--- config.mk ---
export PLATFORM = sky130hd
export DESIGN_NAME = video_timing_gen
export DESIGN_NICKNAME = d
export VERILOG_FILES = /design/src/rtl/video_timing_pkg.sv /design/src/rtl/timing_axis_counter.sv /design/src/rtl/video_timing_gen.sv
export SDC_FILE = /design/constraint.sdc
export NUM_CORES = 1
export LEC_CHECK = 0
export ABC_AREA = 1
export CAP_MARGIN = 20
export CORE_MARGIN = 3
export CORE_UTILIZATION = 55
export DETAILED_ROUTE_END_ITERATION = 10
export DONT_BUFFER_PORTS = 1
export GPL_ROUTABILITY_DRIVEN = 0
export HOLD_SLACK_MARGIN = 0.02
export PLACE_DENSITY = 0.73
export SYNTH_ARGS = -nofsm -noshare
export SYNTH_HDL_FRONTEND = slang
export SYNTH_SLANG_ARGS = --single-unit
--- constraint.sdc ---
create_clock -name i_Clk -period 1.33 [get_ports i_Clk]
set_input_delay 0.1995 -clock i_Clk [delete_from_list [all_inputs] [get_ports i_Clk]]
set_output_delay 0.1995 -clock i_Clk [all_outputs]
set_load 0.05 [all_outputs]
--- src/rtl/video_timing_pkg.sv ---
// Shared raster constants for the 640x480@60 mode, plus the helper that sizes
// the column/row counters.
package video_timing_pkg;

    localparam int VGA_TOTAL_COLS       = 800;
    localparam int VGA_TOTAL_ROWS       = 525;
    localparam int VGA_ACTIVE_COLS      = 640;
    localparam int VGA_ACTIVE_ROWS      = 480;
    localparam int VGA_FRONT_PORCH_HORZ = 16;
    localparam int VGA_BACK_PORCH_HORZ  = 48;
    localparam int VGA_FRONT_PORCH_VERT = 10;
    localparam int VGA_BACK_PORCH_VERT  = 33;
    localparam int VGA_HSYNC_ACTIVE_LOW = 1;
    localparam int VGA_VSYNC_ACTIVE_LOW = 1;

    // Smallest counter width that can hold 0..total-1.
    function automatic int count_width_for(input int total);
        return (total <= 2) ? 1 : $clog2(total);
    endfunction

    localparam int VGA_COUNT_WIDTH =
        count_width_for((VGA_TOTAL_COLS > VGA_TOTAL_ROWS) ? VGA_TOTAL_COLS : VGA_TOTAL_ROWS);

endpackage

--- src/rtl/timing_axis_counter.sv ---
// One raster axis: a wrap counter advanced by i_Adv, with its position and
// window decodes registered whenever i_Upd is high.
module timing_axis_counter #(
    parameter int W      = 10,
    parameter int TOTAL  = 800,
    parameter int ACTIVE = 640,
    parameter int WIN_LO = 656,
    parameter int WIN_HI = 752
) (
    input  logic         i_Clk,
    input  logic         i_Rst,
    input  logic         i_Adv,
    input  logic         i_Upd,
    output logic [W-1:0] o_Count,
    output logic         o_Last,
    output logic         o_Active,
    output logic         o_Window,
    output logic         o_Wrapped
);

    localparam logic [W-1:0] LAST  = W'(TOTAL - 1);
    // One extra bit so a bound equal to 2**W still compares correctly.
    localparam logic [W:0]   ACT_X = (W+1)'(ACTIVE);
    localparam logic [W:0]   LO_X  = (W+1)'(WIN_LO);
    localparam logic [W:0]   HI_X  = (W+1)'(WIN_HI);

    logic [W-1:0] cnt;
    logic [W:0]   cnt_x;

    assign o_Last = (cnt == LAST);
    assign cnt_x  = {1'b0, cnt};

    always_ff @(posedge i_Clk) begin
        if (i_Rst)
            cnt <= '0;
        else if (i_Adv)
            cnt <= o_Last ? '0 : cnt + W'(1);
    end

    // o_Wrapped is a strobe: it clears on any cycle without an update.
    always_ff @(posedge i_Clk) begin
        if (i_Rst) begin
            o_Count   <= '0;
            o_Active  <= 1'b0;
            o_Window  <= 1'b0;
            o_Wrapped <= 1'b0;
        end else begin
            o_Wrapped <= i_Upd && (cnt == '0);
            if (i_Upd) begin
                o_Count  <= cnt;
                o_Active <= (cnt_x < ACT_X);
                o_Window <= (cnt_x >= LO_X) && (cnt_x < HI_X);
            end
        end
    end

endmodule

--- src/rtl/video_timing_gen.sv ---
// Raster timing source: active-region syncs, monitor sync pulses, blanking,
// counters and line/frame strobes, all registered with one enabled-cycle latency.
module video_timing_gen
    import video_timing_pkg::*;
#(
    parameter int TOTAL_COLS       = VGA_TOTAL_COLS,
    parameter int TOTAL_ROWS       = VGA_TOTAL_ROWS,
    parameter int ACTIVE_COLS      = VGA_ACTIVE_COLS,
    parameter int ACTIVE_ROWS      = VGA_ACTIVE_ROWS,
    parameter int FRONT_PORCH_HORZ = VGA_FRONT_PORCH_HORZ,
    parameter int BACK_PORCH_HORZ  = VGA_BACK_PORCH_HORZ,
    parameter int FRONT_PORCH_VERT = VGA_FRONT_PORCH_VERT,
    parameter int BACK_PORCH_VERT  = VGA_BACK_PORCH_VERT,
    parameter int HSYNC_ACTIVE_LOW = VGA_HSYNC_ACTIVE_LOW,
    parameter int VSYNC_ACTIVE_LOW = VGA_VSYNC_ACTIVE_LOW,
    parameter int COUNT_WIDTH      = VGA_COUNT_WIDTH
) (
    input  logic                   i_Clk,
    input  logic                   i_Rst,
    input  logic                   i_Ce,
    output logic                   o_HSync,
    output logic                   o_VSync,
    output logic                   o_HSync_Pulse,
    output logic                   o_VSync_Pulse,
    output logic                   o_HBlank,
    output logic                   o_VBlank,
    output logic [COUNT_WIDTH-1:0] o_Col_Count,
    output logic [COUNT_WIDTH-1:0] o_Row_Count,
    output logic                   o_Line_Start,
    output logic                   o_Frame_Start
);

    localparam int  H_SYNC_W = TOTAL_COLS - ACTIVE_COLS - FRONT_PORCH_HORZ - BACK_PORCH_HORZ;
    localparam int  V_SYNC_W = TOTAL_ROWS - ACTIVE_ROWS - FRONT_PORCH_VERT - BACK_PORCH_VERT;
    localparam logic HS_POL  = (HSYNC_ACTIVE_LOW != 0);
    localparam logic VS_POL  = (VSYNC_ACTIVE_LOW != 0);

    if (TOTAL_COLS > 2**COUNT_WIDTH) begin : g_bad_cols
        $error("video_timing_gen: TOTAL_COLS does not fit in COUNT_WIDTH");
    end
    if (TOTAL_ROWS > 2**COUNT_WIDTH) begin : g_bad_rows
        $error("video_timing_gen: TOTAL_ROWS does not fit in COUNT_WIDTH");
    end
    if (H_SYNC_W < 1) begin : g_bad_hsync
        $error("video_timing_gen: horizontal sync width must be at least 1");
    end
    if (V_SYNC_W < 1) begin : g_bad_vsync
        $error("video_timing_gen: vertical sync width must be at least 1");
    end

    logic h_last, h_win, h_wrapped;
    logic v_last_unused, v_win, v_wrapped;

    timing_axis_counter #(
        .W      (COUNT_WIDTH),
        .TOTAL  (TOTAL_COLS),
        .ACTIVE (ACTIVE_COLS),
        .WIN_LO (ACTIVE_COLS + FRONT_PORCH_HORZ),
        .WIN_HI (TOTAL_COLS - BACK_PORCH_HORZ)
    ) u_horz (
        .i_Clk     (i_Clk),
        .i_Rst     (i_Rst),
        .i_Adv     (i_Ce),
        .i_Upd     (i_Ce),
        .o_Count   (o_Col_Count),
        .o_Last    (h_last),
        .o_Active  (o_HSync),
        .o_Window  (h_win),
        .o_Wrapped (h_wrapped)
    );

    // Rows step only on the column wrap, but their decode refreshes every pixel.
    timing_axis_counter #(
        .W      (COUNT_WIDTH),
        .TOTAL  (TOTAL_ROWS),
        .ACTIVE (ACTIVE_ROWS),
        .WIN_LO (ACTIVE_ROWS + FRONT_PORCH_VERT),
        .WIN_HI (TOTAL_ROWS - BACK_PORCH_VERT)
    ) u_vert (
        .i_Clk     (i_Clk),
        .i_Rst     (i_Rst),
        .i_Adv     (i_Ce & h_last),
        .i_Upd     (i_Ce),
        .o_Count   (o_Row_Count),
        .o_Last    (v_last_unused),
        .o_Active  (o_VSync),
        .o_Window  (v_win),
        .o_Wrapped (v_wrapped)
    );

    assign o_HSync_Pulse = h_win ^ HS_POL;
    assign o_VSync_Pulse = v_win ^ VS_POL;
    assign o_HBlank      = ~o_HSync;
    assign o_VBlank      = ~o_VSync;
    assign o_Line_Start  = h_wrapped;
    assign o_Frame_Start = h_wrapped & v_wrapped;

endmodule

==> results.py <==
metrics = {
    "hold_path": {
        "min_path_type": "in2reg",
    },
    "cts": {
        "htree_levels": 2,
        "clk_latency_ps": 300,
        "cts_sinks": 46,
        "cts_tree": "done",
        "clockBufferDepth": 2,
        "cts_made_buffers": 5,
        "cts.reportedPaths.clkPinSlew_ps": 80,
        "cts_root_buf": "clkbuf_8",
    },
    "critical_path": {
        "r2r_slack_ps": 20,
        "critical_path_arrival_ps": 1510,
        "critPathLaunchType": "flip-flop",
        "cpMostUsedCell": "nand2_1",
        "crit_path_end_kind": "flip-flop",
        "worstSetupPathType": "reg2reg",
        "path_max_fanout": 5,
        "cp_cell_sequence": "nand2_1, inv_1, nand2_1, nor3_2, nand4_1, nand2_1, nor2_1",
        "worstPathRequired_ps": 1530,
        "crit_path_max_incr_delay_ps": 420,
        "crit_slowest_cell": "dfxtp_1",
    },
    "yosys": {
        "synth_seq_area_share_pct": 43.0,
        "yosysWarningCount": 0,
        "avgSynthCellArea_um2": 7.12,
        "synthCells": 301,
        "synth_edf_count": 0,
        "synth_fp_nets": 308,
        "synth_flop_cell": "dfxtp_1",
        "netlist-cell-type-count": 29,
        "netlist_area_um2": 2140,
        "synth-async-reset-ratio_pct": 0,
        "ys_seq_elements": 46,
    },
    "layout": {
        "drive_gt1_share_pct": 28.2,
        "layout_commonest_cell": "nand2_1",
        "antenna_cells": 0,
        "stdcell_count": 389,
        "fin_nets": 347,
        "area_delta_synth_final_pct": 26.7,
        "final_cell_mix": "nand2_1 (56), buf_4 (39), dfxtp_1 (37)",
    },
    "global_routing": {
        "grt_pass1_wl_um": 9070,
        "grt_max_degree": 33,
        "antenna_found_initial": 0,
        "grt_usage_pct": 25.9,
        "overflow": 0,
        "grt_pass1_vias": 2005,
    },
    "run": {
        "cap_violations": 0,
    },
    "sta": {
        "setup_ws_ps": 19.9,
        "fin_crit_ps": 1310,
        "post-route-period-util_pct": 98.5,
        "max_freq_mhz": 763,
        "hold_viol": 0,
        "setup_viol": 0,
        "slew_viol_final": 0,
        "relSlewSlack_pct": 48.7,
        "fin_tns_setup_ps": 0,
        "tightest_slew_ps": 766,
        "clock_skew_ps": 3.19,
    },
    "drt": {
        "routed_wl_um": 5560,
        "dr.first_iter.drc_count": 194,
        "wl_per_cell_um": 14.3,
        "drc_errors": 0,
        "via_per_inst": 5.50,
        "first_pass_iters": 4,
        "ant_nets": 0,
        "vias": 2139,
    },
    "die": {
        "die_y_um": 68.4,
        "initial_core_util_pct": 57.7,
        "boundaryPins": 31,
        "row_count": 22,
        "dieArea_um2": 4680,
        "core_um2": 3720,
        "die_x_um": 68.4,
    },
    "place": {
        "hpwlAfterDp_um": 3820,
        "dp.cells": 378,
        "dp_slack_ps": -52.7,
        "io_buffers": 0,
    },
    "run_status": {
        "outcome": "finished, final reports clean",
    },
    "power_and_ir_drop": {
        "vdd_drop_max_uv": 813,
        "p_leak_nw": 1.12,
        "p_per_area_nw_per_um2": 1020,
    },
}
[state kept, by name (all words and copies together), names as in the netlist, 10 cells and up]
signal,count
u_vert.cnt,10
u_horz.o_Count,10
u_vert.o_Count,10
u_horz.cnt,10
[worst max-delay path: cells and delay by family, from the launching register on]
family | cells | cell delay (ps)
simple gates | 6 | 650
buf+inv | 1 | 140
flops | 1 | 420
[cells in the mapped netlist (4+ instances only)]
cell type	number	area, um2
nand4_1	9	56.3
a21oi_1	28	140
inv_1	41	154
buf_2	5	25.0
nor2_1	32	120
nand2_1	59	221
dfxtp_1	46	921
nor3_1	10	50.1
o21ai_0	14	70.1
ha_1	4	50.1
nand3_1	20	100
[kinds of logic (layout without fill, tap and decap cells)]
logic type	after synthesis	after routing	share of synthesized area, %
AOI/OAI and AO/OA	51	51	12.6
xor gates and xnor gates	1	1	0.409
adders and majority gates	4	4	2.34
buffers and inverters	54	94	10.1
DFF	46	46	43.0
and+or+nand+nor	145	145	31.6
[what timing repair did]
action | 4_1_cts | 5_1_grt
endpoints found under the hold margin | 31 | 0
pin swaps | 0 | 7
buffers inserted | 0 | 1
hold buffers | 2 | 0
gates resized for setup | 6 | 35
endpoints found under the setup margin | 3 | 16
[power breakdown]
part | internal, mW | switching, mW | leakage [nW]
clock | 0.560 | 0.454 | 0.0514
combinational | 0.0991 | 0.232 | 0.688
sequential | 1.41 | 0.0224 | 0.380
total | 2.07 | 0.709 | 1.12
[metal layers]
metal	wire, um	up-vias	global-route usage [%]	part of all wire, %
met5	0	-	0	0
met4	166	0	9.43	3.0
met3	419	16	6.08	7.5
met2	2560	95	41.2	46
met1	2410	980	34.0	43
li1	-	1048	-	-
[final cells by class]
cell class | count | area [um2]
fill | 290 | 1000
sequential | 46 | 937
multi-input combinational | 201 | 1100
clock buffer | 6 | 72.6
timing repair buffer | 42 | 333
tap | 48 | 60.1
clock inverter | 2 | 37.5
inverter | 44 | 174
[path summary, 6_finish.rpt]
path	from	end	cells after the start
worst max-delay path	u_horz.cnt[9]	u_vert.cnt[2]	7
worst min-delay path	i_Ce	u_vert.o_Count[2]	2
worst max register to register	u_horz.cnt[9]	u_vert.cnt[2]	7
worst min register to register	u_vert.o_Count[9]	u_vert.o_Count[9]	2
[per-stage QoR]
| stage | area (um2) | utilization (%) | total power, mW | hold WS, ps |
|---|---|---|---|---|
| 2_1_floorplan | 2150 | - | 1.71 | 445 |
| 3_3_place_gp | 2460 | 66.3 | 1.77 | 272 |
| 3_5_place_dp | 2460 | 66.3 | 1.78 | 273 |
| 4_1_cts | 2600 | 70.0 | 2.80 | 37.3 |
| 5_1_grt | 2720 | 73.1 | 2.89 | 42.0 |
| 6_report | 2720 | 73.1 | 2.78 | 36.7 |
Power figures use the tool's default switching activity.
